## config.mk

```make
export PLATFORM = sky130hd
export DESIGN_NAME = vga_frame_reader
export DESIGN_NICKNAME = d
export VERILOG_FILES = /design/src/rtl/vga_frame_pkg.sv /design/src/rtl/vga_pixel_fifo.sv /design/src/rtl/vga_frame_reader.sv
export SDC_FILE = /design/constraint.sdc
export NUM_CORES = 1
export LEC_CHECK = 0
export CORE_AREA = 5 5 281 283
export DETAILED_ROUTE_END_ITERATION = 7
export DIE_AREA = 0 0 286 288
export HOLD_SLACK_MARGIN = 0.05
export SETUP_SLACK_MARGIN = 0.05
export SLEW_MARGIN = 10
export SYNTH_ARGS = -nofsm -noshare
export SYNTH_HDL_FRONTEND = slang
export SYNTH_SLANG_ARGS = --single-unit
```

## constraint.sdc

```tcl
create_clock -name clk -period 6.7 [get_ports clk]
set_clock_uncertainty 0.2 [all_clocks]
set_input_delay 2.01 -clock clk [delete_from_list [all_inputs] [get_ports clk]]
set_output_delay 2.01 -clock clk [all_outputs]
set_load 0.005 [all_outputs]
```

## src/rtl/vga_frame_pkg.sv

```systemverilog
// Shared types and constants for the VGA frame reader: FSM encoding and frame size helper.
package vga_frame_pkg;

    typedef enum logic [2:0] {
        ST_IDLE,
        ST_FRAME_START,
        ST_FETCH,
        ST_DRAIN,
        ST_FRAME_END
    } state_t;

    localparam int BYTES_PER_PIX = 4;

    function automatic int npix(input int h_disp, input int v_disp);
        return h_disp * v_disp;
    endfunction

endpackage

```

## src/rtl/vga_pixel_fifo.sv

```systemverilog
// Show-ahead pixel FIFO: rd_data always presents the head word, used reports occupancy.
module vga_pixel_fifo #(
    parameter int DEPTH = 16,
    parameter int WIDTH = 32
) (
    input  logic                   clk,
    input  logic                   reset_n,
    input  logic                   wr_en,
    input  logic [WIDTH-1:0]       wr_data,
    input  logic                   rd_en,
    output logic [WIDTH-1:0]       rd_data,
    output logic                   empty,
    output logic [$clog2(DEPTH):0] used
);
    localparam int AW = $clog2(DEPTH);

    logic [WIDTH-1:0] mem [DEPTH];
    logic [AW-1:0]    wr_ptr;
    logic [AW-1:0]    rd_ptr;
    logic             do_rd;

    assign empty   = (used == '0);
    assign do_rd   = rd_en && !empty;
    assign rd_data = mem[rd_ptr];

    always_ff @(posedge clk) begin
        if (wr_en) begin
            mem[wr_ptr] <= wr_data;
        end
    end

    // Writer never overruns: the frame reader only issues reads it has room for.
    always_ff @(posedge clk or negedge reset_n) begin
        if (!reset_n) begin
            wr_ptr <= '0;
            rd_ptr <= '0;
            used   <= '0;
        end else begin
            if (wr_en) wr_ptr <= wr_ptr + AW'(1);
            if (do_rd) rd_ptr <= rd_ptr + AW'(1);
            case ({wr_en, do_rd})
                2'b10:   used <= used + (AW+1)'(1);
                2'b01:   used <= used - (AW+1)'(1);
                default: ;
            endcase
        end
    end

endmodule

```

## src/rtl/vga_frame_reader.sv

```systemverilog
// Avalon-MM framebuffer reader feeding an Avalon-ST pixel stream, one frame per packet,
// with double buffering that only swaps on frame boundaries.
//
// state          | meaning
// ST_IDLE        | stream stopped, no reads
// ST_FRAME_START | latch front buffer base, clear frame counters
// ST_FETCH       | issue reads while credit allows
// ST_DRAIN       | all reads issued, wait for last pixel to leave
// ST_FRAME_END   | apply pending swap, restart or stop
module vga_frame_reader
    import vga_frame_pkg::*;
#(
    parameter int H_DISP     = 640,
    parameter int V_DISP     = 480,
    parameter int ADDR_W     = 32,
    parameter int FIFO_DEPTH = 16
) (
    input  logic              clk,
    input  logic              reset_n,
    input  logic              enable,
    input  logic [ADDR_W-1:0] base_addr_a,
    input  logic [ADDR_W-1:0] base_addr_b,
    input  logic              swap_req,
    output logic              front_sel,
    output logic              swap_done,
    output logic [ADDR_W-1:0] avm_address,
    output logic              avm_read,
    input  logic              avm_waitrequest,
    input  logic [31:0]       avm_readdata,
    input  logic              avm_readdatavalid,
    output logic [31:0]       st_data,
    output logic              st_valid,
    input  logic              st_ready,
    output logic              st_sop,
    output logic              st_eop,
    output logic [1:0]        st_empty
);
    localparam int NPIX = npix(H_DISP, V_DISP);
    localparam int CW   = $clog2(NPIX + 1);
    localparam int FW   = $clog2(FIFO_DEPTH);

    state_t          state, state_nx;
    logic [CW-1:0]   rd_cnt, px_cnt;
    logic [FW:0]     outstanding, fifo_used;
    logic [FW+1:0]   credit;
    logic [ADDR_W-1:0] addr;
    logic            pending, fifo_empty, accept, xfer, last_px;

    // Words in flight count against FIFO space so returning data always fits.
    assign credit      = {1'b0, fifo_used} + {1'b0, outstanding};
    assign avm_read    = (state == ST_FETCH) && (rd_cnt < CW'(NPIX))
                         && (credit < (FW+2)'(FIFO_DEPTH));
    assign avm_address = addr;
    assign accept      = avm_read && !avm_waitrequest;

    assign st_valid  = !fifo_empty;
    assign xfer      = st_valid && st_ready;
    assign last_px   = (px_cnt == CW'(NPIX - 1));
    assign st_sop    = st_valid && (px_cnt == '0);
    assign st_eop    = st_valid && last_px;
    assign st_empty  = 2'b00;
    assign swap_done = (state == ST_FRAME_END) && pending;

    vga_pixel_fifo #(
        .DEPTH (FIFO_DEPTH),
        .WIDTH (32)
    ) u_fifo (
        .clk     (clk),
        .reset_n (reset_n),
        .wr_en   (avm_readdatavalid),
        .wr_data (avm_readdata),
        .rd_en   (xfer),
        .rd_data (st_data),
        .empty   (fifo_empty),
        .used    (fifo_used)
    );

    always_ff @(posedge clk or negedge reset_n) begin
        if (!reset_n) state <= ST_IDLE;
        else          state <= state_nx;
    end

    always_comb begin
        state_nx = state;
        case (state)
            ST_IDLE:        if (enable) state_nx = ST_FRAME_START;
            ST_FRAME_START: state_nx = ST_FETCH;
            ST_FETCH: begin
                if (rd_cnt == CW'(NPIX))
                    state_nx = (xfer && last_px) ? ST_FRAME_END : ST_DRAIN;
            end
            ST_DRAIN:       if (xfer && last_px) state_nx = ST_FRAME_END;
            ST_FRAME_END:   state_nx = enable ? ST_FRAME_START : ST_IDLE;
            default:        state_nx = ST_IDLE;
        endcase
    end

    always_ff @(posedge clk or negedge reset_n) begin
        if (!reset_n) begin
            rd_cnt      <= '0;
            px_cnt      <= '0;
            outstanding <= '0;
            addr        <= '0;
            front_sel   <= 1'b0;
            pending     <= 1'b0;
        end else begin
            if (state == ST_FRAME_START) begin
                addr   <= front_sel ? base_addr_b : base_addr_a;
                rd_cnt <= '0;
            end else if (accept) begin
                addr   <= addr + ADDR_W'(BYTES_PER_PIX);
                rd_cnt <= rd_cnt + CW'(1);
            end

            if (state == ST_FRAME_START) px_cnt <= '0;
            else if (xfer)               px_cnt <= px_cnt + CW'(1);

            case ({accept, avm_readdatavalid})
                2'b10:   outstanding <= outstanding + (FW+1)'(1);
                2'b01:   outstanding <= outstanding - (FW+1)'(1);
                default: ;
            endcase

            // A request landing on the boundary cycle is kept for the next frame.
            if (state == ST_FRAME_END) begin
                pending <= swap_req;
                if (pending) front_sel <= ~front_sel;
            end else if (swap_req) begin
                pending <= 1'b1;
            end
        end
    end

endmodule

```

==> flow_metrics.py, run 1 <==
metrics = {
    "run_status": {
        "outcome": "finished clean",
    },
    "floorplan": {
        "num_rows": 102,
        "dieWidth_um": 286,
        "core_area_mm2": 0.0764,
        "initial_core_util_pct": 32.4,
        "dieArea_mm2": 0.0824,
        "io_pins": 175,
        "fp.dieH_um": 288,
    },
    "clock_network": {
        "insertion_delay_ps": 610,
        "ctsLongestPathBuffers": 3,
        "cts_root_buf": "clkbuf_16",
        "htreeDepth": 3,
        "cts_hold_buffers": 0,
        "cts_tree": "yes",
        "post-cts-setup-buffer-count": 0,
        "cts_made_buffers": 67,
        "clock_sinks": 605,
        "post_cts_resized": 0,
        "path_clk_slew_ps": 50,
    },
    "sta": {
        "hold_viol_final": 0,
        "hold_ws_ps": 271,
        "setup_viol": 0,
        "worst_pin_slew_ps": 1150,
        "max_freq_mhz": 178,
        "fin_crit_sh_pct": 83.7,
        "rsz0062_at_grt": "false",
        "setup_ws_ps": 1090,
        "maxSlewViolCount": 0,
        "setup_tns_ps": 0,
        "period_needed_ps": 5610,
        "slew_headroom_pct": 23.0,
    },
    "drt": {
        "vias": 13300,
        "drcViolationCount": 0,
        "dr.pass1.iters": 5,
        "final_antenna_net_count": 0,
        "wl_per_cell_um": 22.8,
        "vias_per_cell": 5.12,
        "drtIter0Drc": 938,
        "postRouteWirelength_um": 59300,
    },
    "global_routing": {
        "grt_pass1_wl_um": 89600,
        "grt-ovfl-total": 0,
        "grt_usage_pct": 14.3,
        "grt_max_degree": 80,
        "antenna_found_initial": 7,
        "grt_pass1_vias": 14100,
    },
    "logic_synthesis": {
        "synth-main-ff-cell": "edfxtp_1",
        "synth_most_common_cell": "edfxtp_1",
        "netlist.area_leader.share_pct": 62.0,
        "ys_seq_area_share_pct": 71.4,
        "netlist_top_cells_area": "edfxtp_1 62%, mux4_2 15%, dfrtp_1 9.4%",
        "synth_seq_cells": 605,
        "yosys.area.top_type": "edfxtp_1",
        "synth.avg_cell_area_um2": 18.4,
        "synth_warnings": 0,
        "synth_common_cells": "512 x edfxtp_1, 160 x mux4_2, 93 x dfrtp_1",
        "ys_types": 54,
        "synth_area_mm2": 0.0248,
        "synth_edf_count": 512,
        "async_flop_share_pct": 15.4,
        "synth_cells": 1349,
    },
    "setup_path": {
        "r2r_start": "u_fifo.used[4]",
        "rrSetupSlack_ps": 2570,
        "critical_path_class": "reg2out",
        "crit_fanout": 60,
        "rr_worst_depth": 12,
        "crit_path_end": "st_data[21]",
        "cp-startpoint": "u_fifo.rd_ptr[1]",
        "regToRegEndpoint": "outstanding[4]",
        "worstSetupEndpointType": "output pin",
        "critPathRequiredTime_ps": 4490,
        "start_kind": "flop",
        "crit_arrival_ps": 3400,
    },
    "hold_path": {
        "hp-class": "reg2reg",
    },
    "placed_design": {
        "port-buffer-count": 172,
        "pre_cts_slack_ps": 1670,
        "globalplace.congestion": 0.755,
        "place_hpwl_um": 34700,
    },
    "power": {
        "p_per_area_mw_per_mm2": 401,
        "leakage_nw": 9.82,
        "ir_worst_vdd_mv": 0.365,
    },
    "final_layout": {
        "post-route-util_pct": 39.4,
        "nNetsFinal": 1685,
        "drive_gt1_share_pct": 20.0,
        "syn2layout_area_growth_pct": 21.5,
    },
    "run": {
        "max_cap_viol_count": 0,
    },
}
[placed cells by master (no fill, tap or decap), types with 4 or more instances in the layout]
| master | instances |
|---|---|
| a211oi_1 | 23 |
| a21o_1 | 4 |
| a21oi_1 | 33 |
| a31oi_1 | 19 |
| and3_1 | 5 |
| and4_1 | 8 |
| buf_12 | 8 |
| buf_4 | 31 |
| bufinv_16 | 4 |
| clkbuf_1 | 16 |
| clkbuf_16 | 68 |
| clkdlybuf4s50_1 | 171 |
| clkinv_1 | 11 |
| clkinv_2 | 14 |
| dfrtp_1 | 88 |
| edfxtp_1 | 512 |
| ha_1 | 22 |
| inv_1 | 28 |
| mux2i_1 | 13 |
| mux4_2 | 160 |
| nand2_1 | 43 |
| nand3_1 | 21 |
| nand4_1 | 26 |
| nor2_1 | 38 |
| nor2_4 | 12 |
| nor2b_1 | 27 |
| nor3_1 | 19 |
| nor3_2 | 4 |
| nor4_1 | 8 |
| o211ai_1 | 5 |
| o21ai_0 | 41 |
| o31ai_1 | 4 |
| or3_1 | 35 |
| or4_1 | 6 |
| xnor2_1 | 21 |
| xor2_1 | 13 |
[power by group]
part	total (mW)	switching [mW]	internal, mW
clock	3.58	1.51	2.07
sequential	5.01	0.446	4.57
combinational	3.48	1.56	1.92
total	12.1	3.52	8.55
[state kept, by name (all words and copies together) (netlist names)]
name,cells
avm_address,32
outstanding,5
u_fifo.wr_ptr,4
u_fifo.rd_ptr,4
u_fifo.used,5
u_fifo.mem,512
pending,1
state,3
front_sel,1
rd_cnt,19
px_cnt,19
[routing by layer]
layer  part of all wire (%)  up-vias  global-route usage [%]
met2                     51      336                    24.9
met3                    6.4       77                    3.52
li1                       -     5896                       -
met5                  0.057        -                       0
met1                     41     6991                    18.3
met4                    1.8        6                    3.25
[per-stage QoR]
step	std cells	power (mW)	cell area, um2
final	2601	12.1	30100
after global routing	2599	12.7	30100
after CTS	2599	12.3	30100
after detailed placement	2477	8.67	28000
after global placement	2477	8.62	28000
after floorplan	1350	7.06	24800
[kinds of logic after synthesis]
group                    synth area share, %
flip-flops                              71.4
buffers and inverters                   1.59
multiplexers                            15.1
other                                 0.0151
AO/OA/AOI/OAI                           3.61
adder cells (fa/ha/maj)                 1.27
XOR/XNOR                                1.20
AND/OR/NAND/NOR                         5.80
[how the worst min path moves through the flow]
stage / from / slack (ps) / cells after the start / to
global placement: pending / 250 / 1 / pending
finish: pending / 270 / 1 / pending
floorplan: pending / 240 / 1 / pending
global route: outstanding[4] / 300 / 1 / outstanding[4]
CTS: pending / 270 / 1 / pending
detailed placement: pending / 260 / 1 / pending
[area by class of cell]
cell class                 instances  area, um2
multi-input combinational        645       6820
sequential                       605      17700
fill                            6814      46300
timing repair buffer             210       2100
clock buffer                      86       1790
clock inverter                    36        354
inverter                          29        109
antenna                            2       5.00
tap                              988       1240
[worst max-delay path, stage by stage, from the launching register on]
cell	delay, ps
dfrtp_4	1070
buf_12	320
mux4_2	340
mux4_2	470
clkdlybuf4s50_1	550
Power figures use the tool's default switching activity.
==> run 2: changes to the inputs <==
clock period = 5.2 ns   (was 6.7 ns; I/O delays follow)
==> run 2 against run 1 <==
  * Final area increased by 0.82%
  * Routed wire length shrank 0.87%
  * Highest routed layer unchanged
  * Final cell count rose by 0.42%
  * Clock-buffer cell count is 5 lower
  * Hold slack better by 5.2 ps
  * Critical path depth stayed put
  * Total power rose by 31%
  * Global-route usage decreased by 0.21 points
  * Setup slack lost 870 ps
  * Flip-flop and latch count unchanged
  * First-iteration DRC count down 1.8%
  * Register-to-register slack got worse by 1300 ps
==> flow_metrics.py, run 2 (synthesis results as in run 1) <==
metrics = {
    "floorplan": {
        "fp.dieH_um": 288,
        "initial_core_util_pct": 32.4,
        "dieWidth_um": 286,
        "io_pins": 175,
        "core_area_mm2": 0.0764,
        "num_rows": 102,
        "dieArea_mm2": 0.0824,
    },
    "global_routing": {
        "grt_usage_pct": 14.1,
        "grt_pass1_vias": 14000,
        "grt-ovfl-total": 0,
        "grt_pass1_wl_um": 88500,
        "grt_max_degree": 56,
        "antenna_found_initial": 7,
    },
    "power": {
        "clkPwrFrac_pct": 30.6,
        "seqPwrFrac_pct": 40.2,
        "ir_worst_vdd_mv": 0.322,
        "power.internal_mw": 11.3,
        "p_total_mw": 15.9,
        "switching_share_pct": 28.9,
        "combPwrFrac_pct": 29.2,
        "p_switching_mw": 4.58,
        "p_per_area_mw_per_mm2": 522,
        "leakage_nw": 9.92,
    },
    "setup_path": {
        "crit_arrival_ps": 3210,
        "critPathRequiredTime_ps": 3440,
        "r2r_start": "u_fifo.used[4]",
        "critical_path_class": "reg2out",
        "rr_worst_depth": 12,
        "regToRegEndpoint": "outstanding[4]",
        "crit_path_end": "st_data[18]",
        "cp-startpoint": "u_fifo.rd_ptr[0]",
        "rrSetupSlack_ps": 1240,
        "crit_fanout": 40,
        "start_kind": "flop",
        "worstSetupEndpointType": "output pin",
    },
    "drt": {
        "drcViolationCount": 0,
        "dr.pass1.iters": 5,
        "final_antenna_net_count": 0,
        "vias_per_cell": 5.11,
        "vias": 13400,
        "drtIter0Drc": 921,
        "postRouteWirelength_um": 58800,
        "wl_per_cell_um": 22.5,
    },
    "final_layout": {
        "largest_reg_flops": 512,
        "nFillCells": 6757,
        "nNetsFinal": 1694,
        "regMostFlops": "u_fifo.mem",
        "syn2layout_area_growth_pct": 22.5,
        "fin_cells": 2612,
        "fin_area_mm2": 0.0304,
        "seqCellArea_mm2": 0.0177,
        "layout_common_cells": "512 x edfxtp_1, 171 x clkdlybuf4s50_1, 160 x mux4_2",
        "multi_input_area_mm2": 0.00682,
        "final_common_cell": "edfxtp_1",
        "drive_gt1_share_pct": 20.8,
    },
    "hold_path": {
        "hp-class": "reg2reg",
    },
    "clock_network": {
        "cts_made_buffers": 68,
        "path_clk_slew_ps": 60,
        "insertion_delay_ps": 600,
        "ctsLongestPathBuffers": 3,
        "htreeDepth": 3,
        "cts_root_buf": "clkbuf_16",
        "cts_tree": "yes",
        "post-cts-setup-buffer-count": 0,
        "clock_sinks": 605,
    },
    "sta": {
        "setup_tns_ps": 0,
        "max_freq_mhz": 201,
        "hold_viol_final": 0,
        "maxSlewViolCount": 0,
        "setup_viol": 0,
        "period_needed_ps": 4970,
        "slew_headroom_pct": 38.4,
        "rsz0062_at_grt": "false",
        "fin_crit_sh_pct": 95.6,
        "worst_pin_slew_ps": 923,
    },
    "run": {
        "max_cap_viol_count": 0,
    },
    "placed_design": {
        "globalplace.congestion": 0.771,
        "dp_cells": 2485,
        "place_area_mm2": 0.0281,
        "place_hpwl_um": 34700,
        "port-buffer-count": 172,
    },
    "run_status": {
        "outcome": "finished clean",
    },
}
run 2: changes by cell type in the layout (fill, tap and decap cells not counted), sizes merged:
cell,change
diode,+2
clkbuf,-5
inv,-1
buf,+8
clkinvlp,+3
bufinv,+4
run 2: critical path, stage by stage (launching register included):
cell and delay (ps):
dfrtp_4 650, buf_12 360, mux4_2 550, mux4_2 540, clkdlybuf4s50_1 490
run 2: metrics by stage:
stage / utilization (%) / hold slack, ps / worst slack [ps]
after floorplan: - / 241 / 334
after global placement: 36.7 / 259 / 729
after detailed placement: 36.7 / 276 / 740
after CTS: 39.7 / 283 / 78.9
after global routing: 39.7 / 293 / 57.1
final: 39.7 / 276 / 228
run 2: how the worst min path moves through the flow:
stage | start | to | slack, ps | cells after the start
after floorplan | pending | pending | 240 | 1
after global placement | pending | pending | 260 | 1
after detailed placement | outstanding[4] | outstanding[4] | 280 | 1
after CTS | outstanding[4] | outstanding[4] | 280 | 1
after global routing | outstanding[4] | outstanding[4] | 290 | 1
final | outstanding[4] | outstanding[4] | 280 | 1
run 2: area by class of cell:
cell class | count | share of cell area, %
diodes | 4 | 0.0329
clock buffers | 81 | 5.86
clock inverters | 42 | 1.66
inverters | 29 | 0.358
multi-input cells | 645 | 22.5
flip-flops and latches | 605 | 58.3
well taps | 988 | 4.07
repair buffers | 218 | 7.26
run 2: what timing repair did:
action	in CTS	in global routing
hold buffers	0	0
resized for setup	0	1
endpoints found under the setup margin	0	4
run 2: power by group through the flow:
stage / registers (mW) / logic [mW] / clock network (mW)
after floorplan: 6.22 / 2.87 / 0
final: 6.38 / 4.63 / 4.85
after global placement: 6.45 / 4.71 / 0
after detailed placement: 6.48 / 4.74 / 0
after CTS: 6.38 / 4.77 / 4.98
after global routing: 6.45 / 5.01 / 5.21
run 2: metal layers:
layer	part of all wire, %	wire length, um	global-route usage, %	up-vias
li1	-	-	-	5922
met1	41	24300	18.1	7019
met2	50	29400	24.0	341
met3	6.7	3930	3.62	73
met4	1.9	1120	3.98	4
met5	0.043	25	0	-
==> run 3: changes to the inputs <==
CELL_PAD_IN_SITES_DETAIL_PLACEMENT = 0   (was default)
CELL_PAD_IN_SITES_GLOBAL_PLACEMENT = 2   (was default)
PLACE_DENSITY_LB_ADDON = 0.1   (was default)
==> run 3 against run 2 <==
  * Sequential share of layout area about the same
  * Critical path depth stayed put
  * Clock-buffer cell count rose by 15
  * Clock power decreased by 3%
  * Hold slack gained 0.80 ps
  * Final area about the same
  * Core utilization barely moved
  * Largest power group unchanged
==> flow_metrics.py, run 3 (synthesis results as in run 1) <==
metrics = {
    "run_status": {
        "outcome": "finished clean",
    },
    "setup_path": {
        "r2r_start": "u_fifo.used[4]",
        "regToRegEndpoint": "outstanding[4]",
        "cp-startpoint": "u_fifo.rd_ptr[1]",
        "crit_path_end": "st_data[4]",
        "crit_fanout": 32,
        "rrSetupSlack_ps": 1250,
        "worstSetupEndpointType": "output pin",
        "critPathRequiredTime_ps": 3440,
        "critical_path_class": "reg2out",
        "rr_worst_depth": 13,
        "start_kind": "flop",
        "crit_arrival_ps": 3080,
    },
    "floorplan": {
        "num_rows": 102,
        "dieArea_mm2": 0.0824,
        "dieWidth_um": 286,
        "fp.dieH_um": 288,
        "initial_core_util_pct": 32.4,
        "core_area_mm2": 0.0764,
        "io_pins": 175,
    },
    "final_layout": {
        "post-route-util_pct": 39.7,
        "nFillCells": 6926,
        "layout_common_cells": "512 x edfxtp_1, 171 x clkdlybuf4s50_1, 160 x mux4_2",
        "final_common_cell": "edfxtp_1",
        "largest_reg_flops": 512,
        "regMostFlops": "u_fifo.mem",
        "syn2layout_area_growth_pct": 22.4,
        "nNetsFinal": 1705,
        "fin_area_mm2": 0.0304,
        "drive_gt1_share_pct": 20.7,
    },
    "drt": {
        "dr.pass1.iters": 4,
        "wl_per_cell_um": 24.3,
        "vias": 13300,
        "drcViolationCount": 0,
        "vias_per_cell": 5.08,
        "postRouteWirelength_um": 63600,
        "drtIter0Drc": 763,
        "final_antenna_net_count": 0,
    },
    "power": {
        "clkPwrFrac_pct": 29.8,
        "leakage_nw": 9.93,
        "p_switching_mw": 4.57,
        "power.internal_mw": 11.3,
        "switching_share_pct": 28.9,
        "seqPwrFrac_pct": 40.4,
        "p_per_area_mw_per_mm2": 521,
        "combPwrFrac_pct": 29.8,
        "ir_worst_vdd_mv": 0.382,
    },
    "sta": {
        "rsz0062_at_grt": "false",
        "slew_headroom_pct": 36.9,
        "maxSlewViolCount": 0,
        "setup_tns_ps": 0,
        "period_needed_ps": 4840,
        "setup_viol": 0,
        "max_freq_mhz": 206,
        "worst_pin_slew_ps": 946,
        "fin_crit_sh_pct": 93.1,
        "hold_viol_final": 0,
    },
    "global_routing": {
        "grt_pass1_vias": 14000,
        "antenna_found_initial": 5,
        "grt-ovfl-total": 0,
        "grt_pass1_wl_um": 94700,
        "grt_max_degree": 56,
        "grt_usage_pct": 15.4,
    },
    "clock_network": {
        "cts_tree": "yes",
        "htreeDepth": 3,
        "post_cts_resized": 0,
        "cts_hold_buffers": 0,
        "insertion_delay_ps": 590,
        "cts_root_buf": "clkbuf_16",
        "post-cts-setup-buffer-count": 0,
        "ctsLongestPathBuffers": 3,
        "clock_sinks": 605,
        "path_clk_slew_ps": 50,
        "cts_made_buffers": 70,
    },
    "placed_design": {
        "globalplace.congestion": 0.699,
        "port-buffer-count": 172,
        "place_hpwl_um": 38000,
        "place_area_mm2": 0.0282,
    },
    "run": {
        "max_cap_viol_count": 0,
    },
    "hold_path": {
        "hp-class": "reg2reg",
    },
}
-- run 3: how the worst min path moves through the flow --
stage	end	slack, ps	start	depth (start not counted)
after global routing	outstanding[4]	310	outstanding[4]	1
after global placement	pending	260	pending	1
after detailed placement	pending	260	pending	1
after floorplan	pending	240	pending	1
final	pending	280	pending	1
after CTS	pending	280	pending	1
-- run 3: area by class of cell --
type,count,area [um2],share of cell area [%]
diodes,3,7.51,0.0247
repair buffers,227,2290,7.56
flip-flops and latches,605,17700,58.3
clock inverters,24,250,0.824
clock buffers,96,1930,6.36
well taps,988,1240,4.07
inverters,29,109,0.358
multi-input cells,645,6820,22.5
-- run 3: per-stage QoR --
| step | hold slack [ps] | power (mW) | cells | setup slack [ps] |
|---|---|---|---|---|
| after floorplan | 241 | 9.09 | 1350 | 334 |
| after global routing | 311 | 16.7 | 2614 | 199 |
| after global placement | 257 | 11.4 | 2494 | 691 |
| final | 277 | 15.8 | 2617 | 357 |
| after CTS | 277 | 16.2 | 2614 | 252 |
| after detailed placement | 260 | 11.4 | 2494 | 724 |
-- run 3: power by group through the flow --
stage                     logic (mW)  registers (mW)  clock network [mW]
after floorplan                 2.87            6.22                   0
after global placement          4.89            6.48                   0
after detailed placement        4.89            6.50                   0
after CTS                       4.91            6.41                4.89
after global routing            5.15            6.47                5.08
final                           4.71            6.39                4.72
-- run 3: worst max-delay path, cell delays in order, from the launching register on --
cell	delay, ps
dfrtp_4	830
buf_4	310
mux4_2	320
mux4_2	480
clkdlybuf4s50_1	560
-- run 3: per-layer routing --
metal	vias to the layer above	track usage, %	part of all wire (%)
met2	297	26.3	50
met4	4	3.62	1.6
met5	-	0	0.041
met3	81	3.48	5.3
met1	6944	20.1	43
li1	5958	-	-
